[src/rtl/mux_lut_cell_pkg.sv]
`timescale 1ns/1ps
`default_nettype none
// ============================================================================
// Module      : mux_lut_cell_pkg
// Description : Shared types and helpers for the mux-tree programmable
//               logic cell: FSM state encoding, input-count limit and
//               truth-table width helper.
// Revision    : 1.0 - initial release
// ============================================================================
package mux_lut_cell_pkg;

  // Largest supported number of logic inputs (table of 64 entries).
  localparam int K_MAX = 6;

  // Cell operating states.
  typedef enum logic [1:0] {
    ST_UNCFG = 2'd0,
    ST_LOAD  = 2'd1,
    ST_RUN   = 2'd2
  } state_t;

  // Truth-table width for a k-input function.
  function automatic int tbl_w(input int k);
    return 1 << k;
  endfunction

endpackage
`default_nettype wire

[src/rtl/mux_lut_cell_if.sv]
`timescale 1ns/1ps
`default_nettype none
// ============================================================================
// Module      : mux_lut_cell_if
// Description : Configuration, input and output handshake bundle of the
//               programmable logic cell. The master side drives the table
//               stream and operands; the slave side is the cell itself.
// Revision    : 1.0 - initial release
// ============================================================================
interface mux_lut_cell_if #(
  parameter int K = 2
);

  logic         cfg_start;
  logic         cfg_bit_vld;
  logic         cfg_bit;
  logic         cfg_done;
  logic         in_valid;
  logic         in_ready;
  logic [K-1:0] in_data;
  logic         out_valid;
  logic         out_ready;
  logic         out_y;
  logic         busy;

  modport master (
    output cfg_start, cfg_bit_vld, cfg_bit, in_valid, in_data, out_ready,
    input  cfg_done, in_ready, out_valid, out_y, busy
  );

  modport slave (
    input  cfg_start, cfg_bit_vld, cfg_bit, in_valid, in_data, out_ready,
    output cfg_done, in_ready, out_valid, out_y, busy
  );

endinterface
`default_nettype wire

[src/rtl/mux_lut_cell_mux_tree.sv]
`timescale 1ns/1ps
`default_nettype none
// ============================================================================
// Module      : mux_lut_cell_mux_tree
// Description : Purely combinational binary tree of 2:1 multiplexers that
//               reads one bit of a 2**K-entry truth table. Level j halves
//               the candidate set using select bit j; the leaves are the
//               table bits themselves.
// Revision    : 1.0 - initial release
// ============================================================================
module mux_lut_cell_mux_tree
  import mux_lut_cell_pkg::*;
#(
  parameter int K = 2
) (
  input  wire logic [tbl_w(K)-1:0] i_tbl,
  input  wire logic [K-1:0]        i_sel,
  output logic                     o_y
);

  localparam int TW = tbl_w(K);

  genvar j, i;

  for (j = 0; j < K; j++) begin : g_lvl
    localparam int NODES = TW >> (j + 1);
    logic [NODES-1:0] w_node;

    for (i = 0; i < NODES; i++) begin : g_node
      if (j == 0) begin : g_leaf
        // First level picks between adjacent table entries.
        assign w_node[i] = i_sel[0] ? i_tbl[2*i+1] : i_tbl[2*i];
      end else begin : g_inner
        // Higher levels pick between the two results of the level below.
        assign w_node[i] = i_sel[j] ? g_lvl[j-1].w_node[2*i+1]
                                    : g_lvl[j-1].w_node[2*i];
      end
    end
  end

  assign o_y = g_lvl[K-1].w_node[0];

endmodule
`default_nettype wire

[src/rtl/mux_lut_cell.sv]
`timescale 1ns/1ps
`default_nettype none
// ============================================================================
// Module      : mux_lut_cell
// Description : K-input programmable logic cell. A 2**K-bit truth table is
//               streamed in serially into a shadow register and committed
//               atomically on the last bit; operands are evaluated through a
//               mux tree into a one-entry registered output with a
//               valid/ready handshake on both sides.
// Revision    : 1.0 - initial release
// ============================================================================
module mux_lut_cell
  import mux_lut_cell_pkg::*;
#(
  parameter int                  K        = 2,
  parameter logic [(1<<K)-1:0]   INIT_TBL = '0
) (
  input  wire logic     clk,
  input  wire logic     rst_n,
  mux_lut_cell_if.slave bus
);

  localparam int     TW          = tbl_w(K);
  localparam state_t C_RST_STATE = (INIT_TBL != '0) ? ST_RUN : ST_UNCFG;

  if (K < 1 || K > K_MAX) begin : g_bad_k
    $error("mux_lut_cell: K must be in 1..K_MAX");
  end

  state_t          r_state;
  state_t          w_state_nxt;
  logic [K-1:0]    r_bit_cnt;
  logic [TW-2:0]   r_shadow;
  logic [TW-1:0]   r_table;
  logic            r_cfg_done;
  logic            r_out_valid;
  logic            r_out_y;

  logic            w_load_bit;
  logic            w_last;
  logic            w_commit;
  logic            w_in_ready;
  logic            w_accept;
  logic            w_tree_y;

  // A restart in the same cycle as a valid bit wins; that bit is dropped.
  assign w_load_bit = (r_state == ST_LOAD) && !bus.cfg_start && bus.cfg_bit_vld;
  assign w_last     = &r_bit_cnt;
  assign w_commit   = w_load_bit && w_last;

  // Gated by rst_n so a cell that resets straight into RUN stays closed
  // while reset is still held.
  assign w_in_ready = rst_n && (r_state == ST_RUN) && (!r_out_valid || bus.out_ready);
  assign w_accept   = bus.in_valid && w_in_ready;

  // State register.
  always_ff @(posedge clk or negedge rst_n) begin
    if (!rst_n) r_state <= C_RST_STATE;
    else        r_state <= w_state_nxt;
  end

  // Next-state logic.
  always_comb begin
    w_state_nxt = r_state;
    case (r_state)
      ST_UNCFG: if (bus.cfg_start) w_state_nxt = ST_LOAD;
      ST_LOAD:  if (w_commit)      w_state_nxt = ST_RUN;
      ST_RUN:   if (bus.cfg_start) w_state_nxt = ST_LOAD;
      default:  w_state_nxt = C_RST_STATE;
    endcase
  end

  // Serial bit counter: cleared by any start, wraps after the last entry.
  always_ff @(posedge clk or negedge rst_n) begin
    if (!rst_n) begin
      r_bit_cnt <= '0;
    end else if (bus.cfg_start) begin
      r_bit_cnt <= '0;
    end else if (w_load_bit) begin
      r_bit_cnt <= w_last ? '0 : r_bit_cnt + 1'b1;
    end
  end

  // Shadow capture of all but the final bit; the final bit goes straight
  // into the live table so the commit needs no extra cycle.
  always_ff @(posedge clk or negedge rst_n) begin
    if (!rst_n) begin
      r_shadow <= '0;
    end else if (w_load_bit && !w_last) begin
      for (int i = 0; i < TW - 1; i++) begin
        if (r_bit_cnt == K'(i)) r_shadow[i] <= bus.cfg_bit;
      end
    end
  end

  // Live truth table, only ever replaced by a complete load.
  always_ff @(posedge clk or negedge rst_n) begin
    if (!rst_n)        r_table <= INIT_TBL;
    else if (w_commit) r_table <= {bus.cfg_bit, r_shadow};
  end

  // One-cycle completion pulse, aligned with the new table becoming live.
  always_ff @(posedge clk or negedge rst_n) begin
    if (!rst_n) r_cfg_done <= 1'b0;
    else        r_cfg_done <= w_commit;
  end

  mux_lut_cell_mux_tree #(
    .K (K)
  ) u_tree (
    .i_tbl (r_table),
    .i_sel (bus.in_data),
    .o_y   (w_tree_y)
  );

  // One-entry output register: load on accept, hold under backpressure,
  // empty once consumed with nothing new behind it.
  always_ff @(posedge clk or negedge rst_n) begin
    if (!rst_n) begin
      r_out_valid <= 1'b0;
      r_out_y     <= 1'b0;
    end else if (w_accept) begin
      r_out_valid <= 1'b1;
      r_out_y     <= w_tree_y;
    end else if (r_out_valid && bus.out_ready) begin
      r_out_valid <= 1'b0;
    end
  end

  assign bus.cfg_done  = r_cfg_done;
  assign bus.in_ready  = w_in_ready;
  assign bus.out_valid = r_out_valid;
  assign bus.out_y     = r_out_y;
  assign bus.busy      = (r_state == ST_LOAD);

endmodule
`default_nettype wire

[src/flat_wrapper.sv]
// flat-port wrapper written by rule: the top's interface ports become plain ports
module mux_lut_cell_flat import mux_lut_cell_pkg::*;
#(
  parameter int                  K        = 2,
  parameter logic [(1<<K)-1:0]   INIT_TBL = '0
)
  (clk, rst_n, bus_cfg_start, bus_cfg_bit_vld, bus_cfg_bit, bus_in_valid, bus_in_data, bus_out_ready, bus_cfg_done, bus_in_ready, bus_out_valid, bus_out_y, bus_busy);
  mux_lut_cell_if #(.K(K)) bus_i ();
  input  wire logic clk;
  input  wire logic rst_n;
  input wire logic [$bits(bus_i.cfg_start)-1:0] bus_cfg_start;
  input wire logic [$bits(bus_i.cfg_bit_vld)-1:0] bus_cfg_bit_vld;
  input wire logic [$bits(bus_i.cfg_bit)-1:0] bus_cfg_bit;
  input wire logic [$bits(bus_i.in_valid)-1:0] bus_in_valid;
  input wire logic [$bits(bus_i.in_data)-1:0] bus_in_data;
  input wire logic [$bits(bus_i.out_ready)-1:0] bus_out_ready;
  output wire logic [$bits(bus_i.cfg_done)-1:0] bus_cfg_done;
  output wire logic [$bits(bus_i.in_ready)-1:0] bus_in_ready;
  output wire logic [$bits(bus_i.out_valid)-1:0] bus_out_valid;
  output wire logic [$bits(bus_i.out_y)-1:0] bus_out_y;
  output wire logic [$bits(bus_i.busy)-1:0] bus_busy;
  assign bus_i.cfg_start = bus_cfg_start;
  assign bus_i.cfg_bit_vld = bus_cfg_bit_vld;
  assign bus_i.cfg_bit = bus_cfg_bit;
  assign bus_i.in_valid = bus_in_valid;
  assign bus_i.in_data = bus_in_data;
  assign bus_i.out_ready = bus_out_ready;
  assign bus_cfg_done = bus_i.cfg_done;
  assign bus_in_ready = bus_i.in_ready;
  assign bus_out_valid = bus_i.out_valid;
  assign bus_out_y = bus_i.out_y;
  assign bus_busy = bus_i.busy;
  mux_lut_cell #(.K(K), .INIT_TBL(INIT_TBL)) u_core (.clk(clk), .rst_n(rst_n), .bus(bus_i));
endmodule
[config.mk]
export PLATFORM = sky130hd
export DESIGN_NAME = mux_lut_cell_flat
export DESIGN_NICKNAME = d
export VERILOG_FILES = /design/src/rtl/mux_lut_cell_pkg.sv /design/src/rtl/mux_lut_cell_if.sv /design/src/rtl/mux_lut_cell_mux_tree.sv /design/src/rtl/mux_lut_cell.sv /design/src/flat_wrapper.sv
export SDC_FILE = /design/constraint.sdc
export NUM_CORES = 1
export LEC_CHECK = 0
export CAP_MARGIN = 30
export CORE_MARGIN = 5
export CORE_UTILIZATION = 43
export DETAILED_ROUTE_END_ITERATION = 16
export HOLD_SLACK_MARGIN = 0.08
export PLACE_DENSITY = 0.72
export SLEW_MARGIN = 0
export SYNTH_ARGS = -nofsm -noshare
export SYNTH_HDL_FRONTEND = slang
export SYNTH_SLANG_ARGS = --single-unit
export TNS_END_PERCENT = 5
[constraint.sdc]
create_clock -name clk -period 1.44 [get_ports clk]
set_clock_uncertainty 0.1 [all_clocks]
set_input_delay 0.288 -clock clk [delete_from_list [all_inputs] [get_ports clk]]
set_output_delay 0.288 -clock clk [all_outputs]
set_load 0.02 [all_outputs]
==> flow_summary.ini <==
[sta]
worst_slack_ns = -0.140
setup_viol = 10
rsz0062_at_grt = true
timing.fmax_mhz = 633
layout_min_cycle_time_ns = 1.58
relSlewSlack_pct = 86.3
tightest_slew_ns = 0.206
fin_crit_sh_pct = 110
slew_violations = 0
hold_violations = 0

[floorplan]
die_area_um2 = 2460
fp-row-count = 14
ios = 14
start_util_pct = 44.9
die-width_um = 49.6
die_y_um = 49.6
coreArea_um2 = 1510

[setup_path]
critPathLaunchType = flip-flop
crit_path_end_kind = flip-flop
critPathMaxFanout = 4
required_ns = 1.51
r2r-start = u_core.r_state[1]
r2r-end = u_core.r_shadow[0]
arrival_ns = 1.65
worstRegToRegCells = 5
critical_path_class = reg -> reg
crit_slowest_cell = dfrtp_1
ff2ff_setup_slack_ns = -0.14
cp_common_cell = buf_6
max_stage_delay_ns = 0.39
path_cells = buf_6, buf_6, and4bb_4, nand3b_1, mux2_4

[placed_design]
routabilityCongestion = 0.689
pre_cts_ws_ns = -0.573
dp_hpwl_um = 1010
portBuffers = 13

[global_routing]
grt_pass1_vias = 519
track_usage_pct = 13.1
grt_max_degree = 16
grt_overflow = 0
grt_first_pass_wirelength_um = 2430
antenna_found_initial = 0

[detailed_routing]
met3_length_um = 61
met2_length_um = 612
vias_per_cell = 5.04
dr.max_layer_used = met4
route.detailed.drc = 0
vias = 469
wl_um = 1310
first_iter_violations = 3
drt_pass1_iterations = 2
postRouteAntennaNets = 0
wl_met1_um = 603
wl_per_cell_um = 14.1

[layout]
seq_area_um2 = 350
final_cell_mix = dfrtp_1, clkdlybuf4s50_1, buf_4
multi_input_area_um2 = 335
nFillCells = 122
utilization_pct = 64.0
mostFrequentLayoutCell = dfrtp_1
drive_gt1_share_pct = 36.4
area_delta_synth_final_pct = 42.8
layout.nets = 91
diodes = 0

[clock_tree]
h-tree-depth = 1
postCtsSetupBuffers = 0
cts_buffer_depth = 2
clk_pin_slew_ns = 0.08
cts_buffers = 3
cts_tree = built
clk_latency_ns = 0.28
cts.sinks = 14
postCtsHoldBufs = 0
clock-root-buffer = clkbuf_4

[synthesis]
synth_edf_count = 0
synth.distinct_cells = 21
synthCells = 51
synthFlopType = dfrtp_1
syn-num-nets = 64
syn_area_per_cell_um2 = 13.2
yosys_warnings = 0
syn_area_um2 = 676
synth-seq-cells = 14
synth-seq-area-share_pct = 51.9
synthArstFlopShare_pct = 100

[min_path]
hold_path_class = in -> async

[pwr]
irDropWorstVdd_mv = 0.655
leakagePower_nw = 0.511
p_per_area_nw_per_um2 = 1180

[outcome]
outcome = finished with violations
failed_checks = negative setup slack

[run]
maxCapViolations = 0
[final cells by class]
type	instances	area share (%)
clock buffer	4	3.76
inverter	4	1.56
multi-input combinational	33	34.8
sequential	14	36.3
tap	16	2.08
timing repair buffer	22	21.5
[worst max-delay path by stage]
stage / slack (ns) / endpoint / from
floorplan: 0.09 / u_core.r_shadow[2] / u_core.r_state[1]
global route: -0.19 / u_core.r_shadow[0] / u_core.r_state[1]
global placement: -0.55 / bus_in_ready / bus_out_ready
finish: -0.14 / u_core.r_shadow[0] / u_core.r_state[1]
detailed placement: -0.57 / bus_in_ready / bus_out_ready
CTS: -0.18 / u_core.r_shadow[2] / u_core.r_state[1]
[critical path: cells and delay by family (launching register included)]
family | cells | cell delay, ns
AND/OR/NAND/NOR | 2 | 0.44
flip-flops | 1 | 0.39
buffers and inverters | 2 | 0.22
multiplexers | 1 | 0.31
[cells in the mapped netlist, drive strengths merged (2+ instances only)]
library cell | count | area [um2]
dfrtp | 14 | 350
ha | 4 | 50.1
inv | 4 | 15.0
mux2 | 8 | 105
nand2 | 4 | 22.5
nand3b | 4 | 30.0
nor2 | 2 | 7.51
[report_power, final]
part	total (mW)	leakage, nW	internal [mW]	switching (mW)
clock	0.281	0.0210	0.154	0.127
sequential	0.527	0.184	0.476	0.0517
combinational	0.327	0.306	0.206	0.121
total	1.14	0.511	0.835	0.300
[state kept, by name, indices dropped and copies added, names as in the netlist]
register / cells
u_core.r_shadow: 3
u_core.r_state: 2
u_core.r_bit_cnt: 2
u_core.r_table: 4
u_core.bus.cfg_done: 1
u_core.bus.out_valid: 1
u_core.bus.out_y: 1
[cell families (layout without fill, tap and decap cells)]
| kind of cell | count (synthesis) | in the layout | synth area share, % |
|---|---|---|---|
| simple gates | 16 | 16 | 15.4 |
| flops | 14 | 14 | 51.9 |
| mux | 10 | 10 | 20.4 |
| fa+ha+maj | 4 | 4 | 7.41 |
| buf+inv | 4 | 30 | 2.22 |
| compound gates | 3 | 3 | 2.78 |
[timing repair]
| item | 4_1_cts | 5_1_grt |
|---|---|---|
| pin swaps | 4 | 2 |
| gates cloned | 0 | 0 |
| setup endpoints to repair | 16 | 15 |
| resized for setup | 20 | 6 |
[routing by layer]
| metal | up-vias | track usage [%] |
|---|---|---|
| li1 | 230 | - |
| met1 | 221 | 16.6 |
| met2 | 14 | 20.6 |
| met3 | 4 | 3.01 |
| met4 | 0 | 6.55 |
| met5 | - | 0 |
[through the flow]
step,instances,area (um2),hold slack (ns),power [mW],setup TNS (ns)
finish,93,965,0.252,1.14,-1.03
global route,93,965,0.260,1.21,-1.67
CTS,93,946,0.253,1.13,-1.42
detailed placement,89,893,0.386,0.829,-3.68
global placement,89,893,0.377,0.813,-3.45
floorplan,51,676,-0.108,0.683,0
Power figures use the tool's default switching activity.
